### config.mk
export PLATFORM = sky130hd
export DESIGN_NAME = id_stage
export DESIGN_NICKNAME = d
export VERILOG_FILES = /design/src/rtl/id_stage_pkg.sv /design/src/rtl/id_stage_imm_ext.sv /design/src/rtl/id_stage.sv
export SDC_FILE = /design/constraint.sdc
export NUM_CORES = 1
export LEC_CHECK = 0
export ABC_AREA = 1
export CORE_MARGIN = 2
export CORE_UTILIZATION = 42
export DETAILED_ROUTE_END_ITERATION = 8
export PLACE_DENSITY = 0.87
export SLEW_MARGIN = 20
export SYNTH_ARGS = -nofsm -noshare
export SYNTH_HDL_FRONTEND = slang
export SYNTH_SLANG_ARGS = --single-unit
### constraint.sdc
create_clock -name Clk -period 2.3 [get_ports Clk]
set_clock_uncertainty 0.2 [all_clocks]
set_input_delay 0.46 -clock Clk [delete_from_list [all_inputs] [get_ports Clk]]
set_output_delay 0.46 -clock Clk [all_outputs]
set_load 0.01 [all_outputs]
### src/rtl/id_stage_pkg.sv
// Shared decode definitions for the instruction-decode stage: opcodes,
// instruction field positions, immediate-extension modes and the ID/EX record.
package id_defs;

  localparam logic [5:0] OP_RTYPE = 6'h00;
  localparam logic [5:0] OP_LW    = 6'h23;
  localparam logic [5:0] OP_LB    = 6'h20;
  localparam logic [5:0] OP_SW    = 6'h2B;
  localparam logic [5:0] OP_BEQ   = 6'h04;
  localparam logic [5:0] OP_BNE   = 6'h05;
  localparam logic [5:0] OP_ANDI  = 6'h0C;
  localparam logic [5:0] OP_ORI   = 6'h0D;
  localparam logic [5:0] OP_LUI   = 6'h0F;

  localparam int OPC_MSB = 31;
  localparam int OPC_LSB = 26;
  localparam int RS_MSB  = 25;
  localparam int RS_LSB  = 21;
  localparam int RT_MSB  = 20;
  localparam int RT_LSB  = 16;
  localparam int RD_MSB  = 15;
  localparam int RD_LSB  = 11;
  localparam int IMM_MSB = 15;
  localparam int IMM_LSB = 0;
  localparam int FN_MSB  = 5;
  localparam int FN_LSB  = 0;

  typedef enum logic [1:0] {
    IMM_SIGN = 2'd0,
    IMM_ZERO = 2'd1,
    IMM_LUI  = 2'd2
  } imm_mode_e;

  typedef struct packed {
    logic        valid;
    logic [5:0]  opcode;
    logic [5:0]  func;
    logic [31:0] a;
    logic [31:0] b;
    logic [31:0] imm;
    logic [4:0]  wr_addr;
    logic        wr_en;
    logic        mem_read;
  } idex_t;

endpackage

### src/rtl/id_stage_imm_ext.sv
// 16-to-32-bit immediate extension: sign-extend, zero-extend or lui placement.
module imm_ext
  import id_defs::*;
(
  input  logic [15:0] i_imm,
  input  imm_mode_e   i_mode,
  output logic [31:0] o_imm
);

  always_comb begin
    o_imm = {{16{i_imm[15]}}, i_imm};
    case (i_mode)
      IMM_ZERO: o_imm = {16'h0000, i_imm};
      IMM_LUI:  o_imm = {i_imm, 16'h0000};
      default:  o_imm = {{16{i_imm[15]}}, i_imm};
    endcase
  end

endmodule

### src/rtl/id_stage.sv
// MIPS instruction-decode stage: field split, reg_file read with write-back
// bypass, load-use hazard detection and the ID/EX pipeline register.
module id_stage
  import id_defs::*;
#(
  parameter bit BYPASS_EN = 1'b1
) (
  input  logic        Clk,
  input  logic        Rst_n,
  input  logic [31:0] Instr,
  input  logic        InstrValid,
  output logic        IdStall,
  output logic [4:0]  Ard1,
  output logic [4:0]  Ard2,
  input  logic [31:0] Dout1,
  input  logic [31:0] Dout2,
  input  logic [4:0]  WbAwr,
  input  logic [31:0] WbDin,
  input  logic        WbWrEn,
  input  logic        ExStall,
  input  logic        Flush,
  output logic        ExValid,
  output logic [5:0]  ExOpcode,
  output logic [5:0]  ExFunc,
  output logic [31:0] ExA,
  output logic [31:0] ExB,
  output logic [31:0] ExImm,
  output logic [4:0]  ExWrAddr,
  output logic        ExWrEn,
  output logic        ExMemRead
);

  // Fetch handshake: Instr is consumed at a rising edge where IdStall is low
  // (InstrValid marks it real); while IdStall is high fetch holds Instr stable.

  logic [5:0]  w_opcode;
  logic [4:0]  w_rs;
  logic [4:0]  w_rt;
  logic [4:0]  w_rd;
  logic [5:0]  w_func;
  logic [15:0] w_imm16;
  logic [31:0] w_imm32;
  logic [4:0]  w_wr_addr;
  logic        w_wr_en;
  logic        w_mem_read;
  logic        w_uses_rt;
  imm_mode_e   w_imm_mode;
  logic        w_byp1;
  logic        w_byp2;
  logic [31:0] w_a;
  logic [31:0] w_b;
  logic        w_hz;
  idex_t       r_ex;
  idex_t       w_ex_dec;

  assign w_opcode = Instr[OPC_MSB:OPC_LSB];
  assign w_rs     = Instr[RS_MSB:RS_LSB];
  assign w_rt     = Instr[RT_MSB:RT_LSB];
  assign w_rd     = Instr[RD_MSB:RD_LSB];
  assign w_func   = Instr[FN_MSB:FN_LSB];
  assign w_imm16  = Instr[IMM_MSB:IMM_LSB];

  assign Ard1 = w_rs;
  assign Ard2 = w_rt;

  always_comb begin
    w_wr_addr  = w_rt;
    w_wr_en    = 1'b1;
    w_mem_read = 1'b0;
    w_uses_rt  = 1'b0;
    w_imm_mode = IMM_SIGN;
    case (w_opcode)
      OP_RTYPE: begin
        w_wr_addr = w_rd;
        w_uses_rt = 1'b1;
      end
      OP_LW, OP_LB: w_mem_read = 1'b1;
      OP_SW, OP_BEQ, OP_BNE: begin
        w_wr_en   = 1'b0;
        w_uses_rt = 1'b1;
      end
      OP_ANDI, OP_ORI: w_imm_mode = IMM_ZERO;
      OP_LUI:          w_imm_mode = IMM_LUI;
      default: ;
    endcase
    // r0 is hardwired to zero, so a write to it is not a write at all.
    if (w_wr_addr == 5'd0) w_wr_en = 1'b0;
  end

  imm_ext u_imm_ext (
    .i_imm  (w_imm16),
    .i_mode (w_imm_mode),
    .o_imm  (w_imm32)
  );

  // reg_file commits write-back at the same edge we capture, so forward it.
  assign w_byp1 = BYPASS_EN && WbWrEn && (WbAwr != 5'd0) && (WbAwr == w_rs);
  assign w_byp2 = BYPASS_EN && WbWrEn && (WbAwr != 5'd0) && (WbAwr == w_rt);
  assign w_a    = w_byp1 ? WbDin : Dout1;
  assign w_b    = w_byp2 ? WbDin : Dout2;

  assign w_hz = InstrValid && r_ex.valid && r_ex.mem_read && (r_ex.wr_addr != 5'd0) &&
                ((r_ex.wr_addr == w_rs) || (w_uses_rt && (r_ex.wr_addr == w_rt)));

  assign IdStall = Rst_n && (ExStall || w_hz);

  always_comb begin
    w_ex_dec.valid    = InstrValid;
    w_ex_dec.opcode   = w_opcode;
    w_ex_dec.func     = w_func;
    w_ex_dec.a        = w_a;
    w_ex_dec.b        = w_b;
    w_ex_dec.imm      = w_imm32;
    w_ex_dec.wr_addr  = w_wr_addr;
    w_ex_dec.wr_en    = w_wr_en && InstrValid;
    w_ex_dec.mem_read = w_mem_read && InstrValid;
  end

  always_ff @(posedge Clk or negedge Rst_n) begin
    if (!Rst_n) begin
      r_ex <= '0;
    end else if (Flush || (!ExStall && w_hz)) begin
      // Flush and bubble both kill only the control bits; data fields linger.
      r_ex.valid    <= 1'b0;
      r_ex.wr_en    <= 1'b0;
      r_ex.mem_read <= 1'b0;
    end else if (!ExStall) begin
      r_ex <= w_ex_dec;
    end
  end

  assign ExValid   = r_ex.valid;
  assign ExOpcode  = r_ex.opcode;
  assign ExFunc    = r_ex.func;
  assign ExA       = r_ex.a;
  assign ExB       = r_ex.b;
  assign ExImm     = r_ex.imm;
  assign ExWrAddr  = r_ex.wr_addr;
  assign ExWrEn    = r_ex.wr_en;
  assign ExMemRead = r_ex.mem_read;

endmodule

==> impl_metrics.toml <==
[final_layout]
fin_util_pct = 71.29
syn2layout_area_growth_pct = 66.04
multi_input_area_mm2 = 0.002321
nFillCells = 986
drive_gt1_share_pct = 11.94
n_antenna_cell = 0
final_net_count = 1141
final_cells = 1189
ff_latch_area_mm2 = 0.002907

[synthesis]
synth_top_area_cell = "dfrtp_1"
yosysMostFrequentCell = "nand2_1"
synth_edf_count = 0
yosysUniqueCellTypes = 27
syn_area_per_cell_um2 = 8.087
ys_top_cells_by_area = "dfrtp_1, nand2_1, a21oi_1"
ys_ff_latch = 116
ys_seq_area_share_pct = 51.06
synth.top_cell.area_share_pct = 51.06
synth_top_flop_cell = "dfrtp_1"
syn_area_mm2 = 0.005685
synth_common_cells = "nand2_1, dfrtp_1, nor2_1"
yosysWarnings = 0
syn_inst = 703
async_flop_share_pct = 100.0
synthesis.nets = 844

[global_route]
grt_antenna_before_repair = 0
grt_max_degree = 117
grt_pass1_vias = 5838
overflow = 0
grt_pass1_wl_mm = 29.51
grt_usage_pct = 26.36

[cts]
cts_hold_buffers = 0
cts_sinks = 116
cts_root_buf = "clkbuf_16"
clk_latency_ns = 0.41
cts_buffers = 17
clk_pin_slew_ns = 0.05
htreeDepth = 4
ctsLongestPathBuffers = 2
cts_tree = "yes"

[worst_setup_path]
crit_arrival_ns = 1.77
worst_path_largest_cell_delay_ns = 0.45
worstRegToRegCells = 10
cpMostUsedCell = "nand2_1"
path_max_fanout = 4
critPathSlowestCell = "dfrtp_2"
start_kind = "flop"
critPathKind = "reg2out"
end_kind = "output port"
path_cells = "xnor2_2 > nand2_1 > nor2_2 > nand3_1 > nand2_1 > nand2_2 > a21boi_2 > buf_2"
required_ns = 1.64

[timing]
finalWorstSetupSlack_ns = -0.1261
max_freq_mhz = 412.2
fin_crit_sh_pct = 105.5
report.final.hold_viol_count = 0
setup_violations = 1
rsz0062_at_grt = "yes"
slew_violations = 0
min_period_ns = 2.426
relSlewSlack_pct = 59.26
fin_tns_setup_ns = -0.1261
hold_slack_ns = 0.001340
worstMarginPinSlew_ns = 0.6110

[run_status]
status = "complete, but fails checks"
violations = "setup timing"

[place]
pre_cts_slack_ns = -0.8733
dp_hpwl_mm = 14.15
port_buffers = 265
gp_congestion = 0.9154
placed_cells = 1155

[routing]
dr.pass1.iters = 6
wl_met2_mm = 9.695
met3_length_mm = 1.563
m1WireLength_mm = 7.697
top_layer_used = "met4"
wire_per_inst_um = 16.36
drc = 0
routed_wirelength_mm = 19.45
viasPerCell = 5.005
vias = 5951
ant_nets = 0
dr.first_iter.drc_count = 430

[floorplan]
die_w_um = 120.3
die_y_um = 120.3
die-area_mm2 = 0.01448
pin_count = 266
core_area_mm2 = 0.01324
row_count = 42
start_util_pct = 42.93

[power_and_ir_drop]
p_per_area_mw_per_mm2 = 712.7
p_leak_nw = 4.395
peakVddDrop_v = 0.0004248

[hold_path]
hold_path_class = "in2async"

[flow_run]
drv_cap = 0
-- cells by family after synthesis --
logic type               count (synthesis)  synth area share, %
AO/OA/AOI/OAI                          201                17.91
flip-flops                             116                51.06
XOR/XNOR                                20                3.081
adder cells (fa/ha/maj)                  2               0.4401
buffers and inverters                  102                9.243
AND/OR/NAND/NOR                        262                18.27
-- per-stage QoR --
step	power, mW	cell area (um2)
final	6.728	9440
after global routing	7.019	9440
after floorplan	3.038	5687
after detailed placement	4.083	8775
after global placement	4.042	8775
after CTS	6.742	9379
-- report_power, final --
part	leakage [nW]	internal (mW)	total, mW	switching, mW
Sequential	1.44	2.31	2.47	0.165
Clock	0.288	1.73	2.65	0.913
Combinational	2.67	0.905	1.61	0.706
Total	4.39	4.94	6.73	1.78
-- repair_timing --
action	in CTS	in global routing
pin swaps	6	3
gates resized for setup	26	16
buffers inserted	1	0
endpoints found under the setup margin	31	34
cloned	0	1
-- registers in the layout (all words and copies together) (netlist names) --
register,cells
ExWrAddr,5
ExA,32
ExOpcode,6
ExImm,32
ExFunc,6
ExB,32
ExValid,1
ExWrEn,1
ExMemRead,1
-- placed cells by master (no fill, tap or decap), types with 4 or more instances in the layout --
master,count
dlygate4sd2_1,13
dlymetal6s2s_1,4
clkbuf_8,5
nor2_1,81
inv_1,48
nand3_1,18
clkinvlp_4,5
o21ai_0,59
nor2_2,5
clkdlybuf4s50_1,246
buf_4,59
a21oi_1,78
buf_12,6
nand2_1,147
xnor2_1,5
clkbuf_16,17
xor2_1,13
dfrtp_1,113
o21ai_1,58
-- worst max-delay path, delay by kind of cell, from the launching register on --
| family | cells | cell delay (ns) |
|---|---|---|
| buffers and inverters | 1 | 0.14 |
| AO/OA/AOI/OAI | 1 | 0.12 |
| flip-flops | 1 | 0.45 |
| XOR/XNOR | 1 | 0.15 |
| AND/OR/NAND/NOR | 5 | 0.49 |
-- per-layer routing --
layer,track usage [%],vias up
li1,-,2864
met1,31.30,2791
met2,44.21,258
met3,8.019,38
met4,11.63,0
met5,0,-
-- layout make-up --
type	instances	area share, %
flip-flops and latches	116	30.79
inverters	50	2.028
repair buffers	329	33.84
multi-input cells	485	24.59
well taps	176	2.333
clock inverters	8	1.034
clock buffers	24	5.315
repair inverters	1	0.07952
-- worst paths after layout --
kind,start,end,slack (ns)
worst max-delay path,ExWrAddr[0],IdStall,-0.13
max in group asynchronous,Rst_n,ExWrAddr[1],1.44
worst min register to register,ExOpcode[2],ExOpcode[2],0.28
worst min-delay path,Rst_n,ExImm[21],0.001
min in group Clk,ExOpcode[2],ExOpcode[2],0.28
worst max register to register,ExWrAddr[0],ExA[31],0.13
Note: power is estimated with default switching activity, not from simulation.
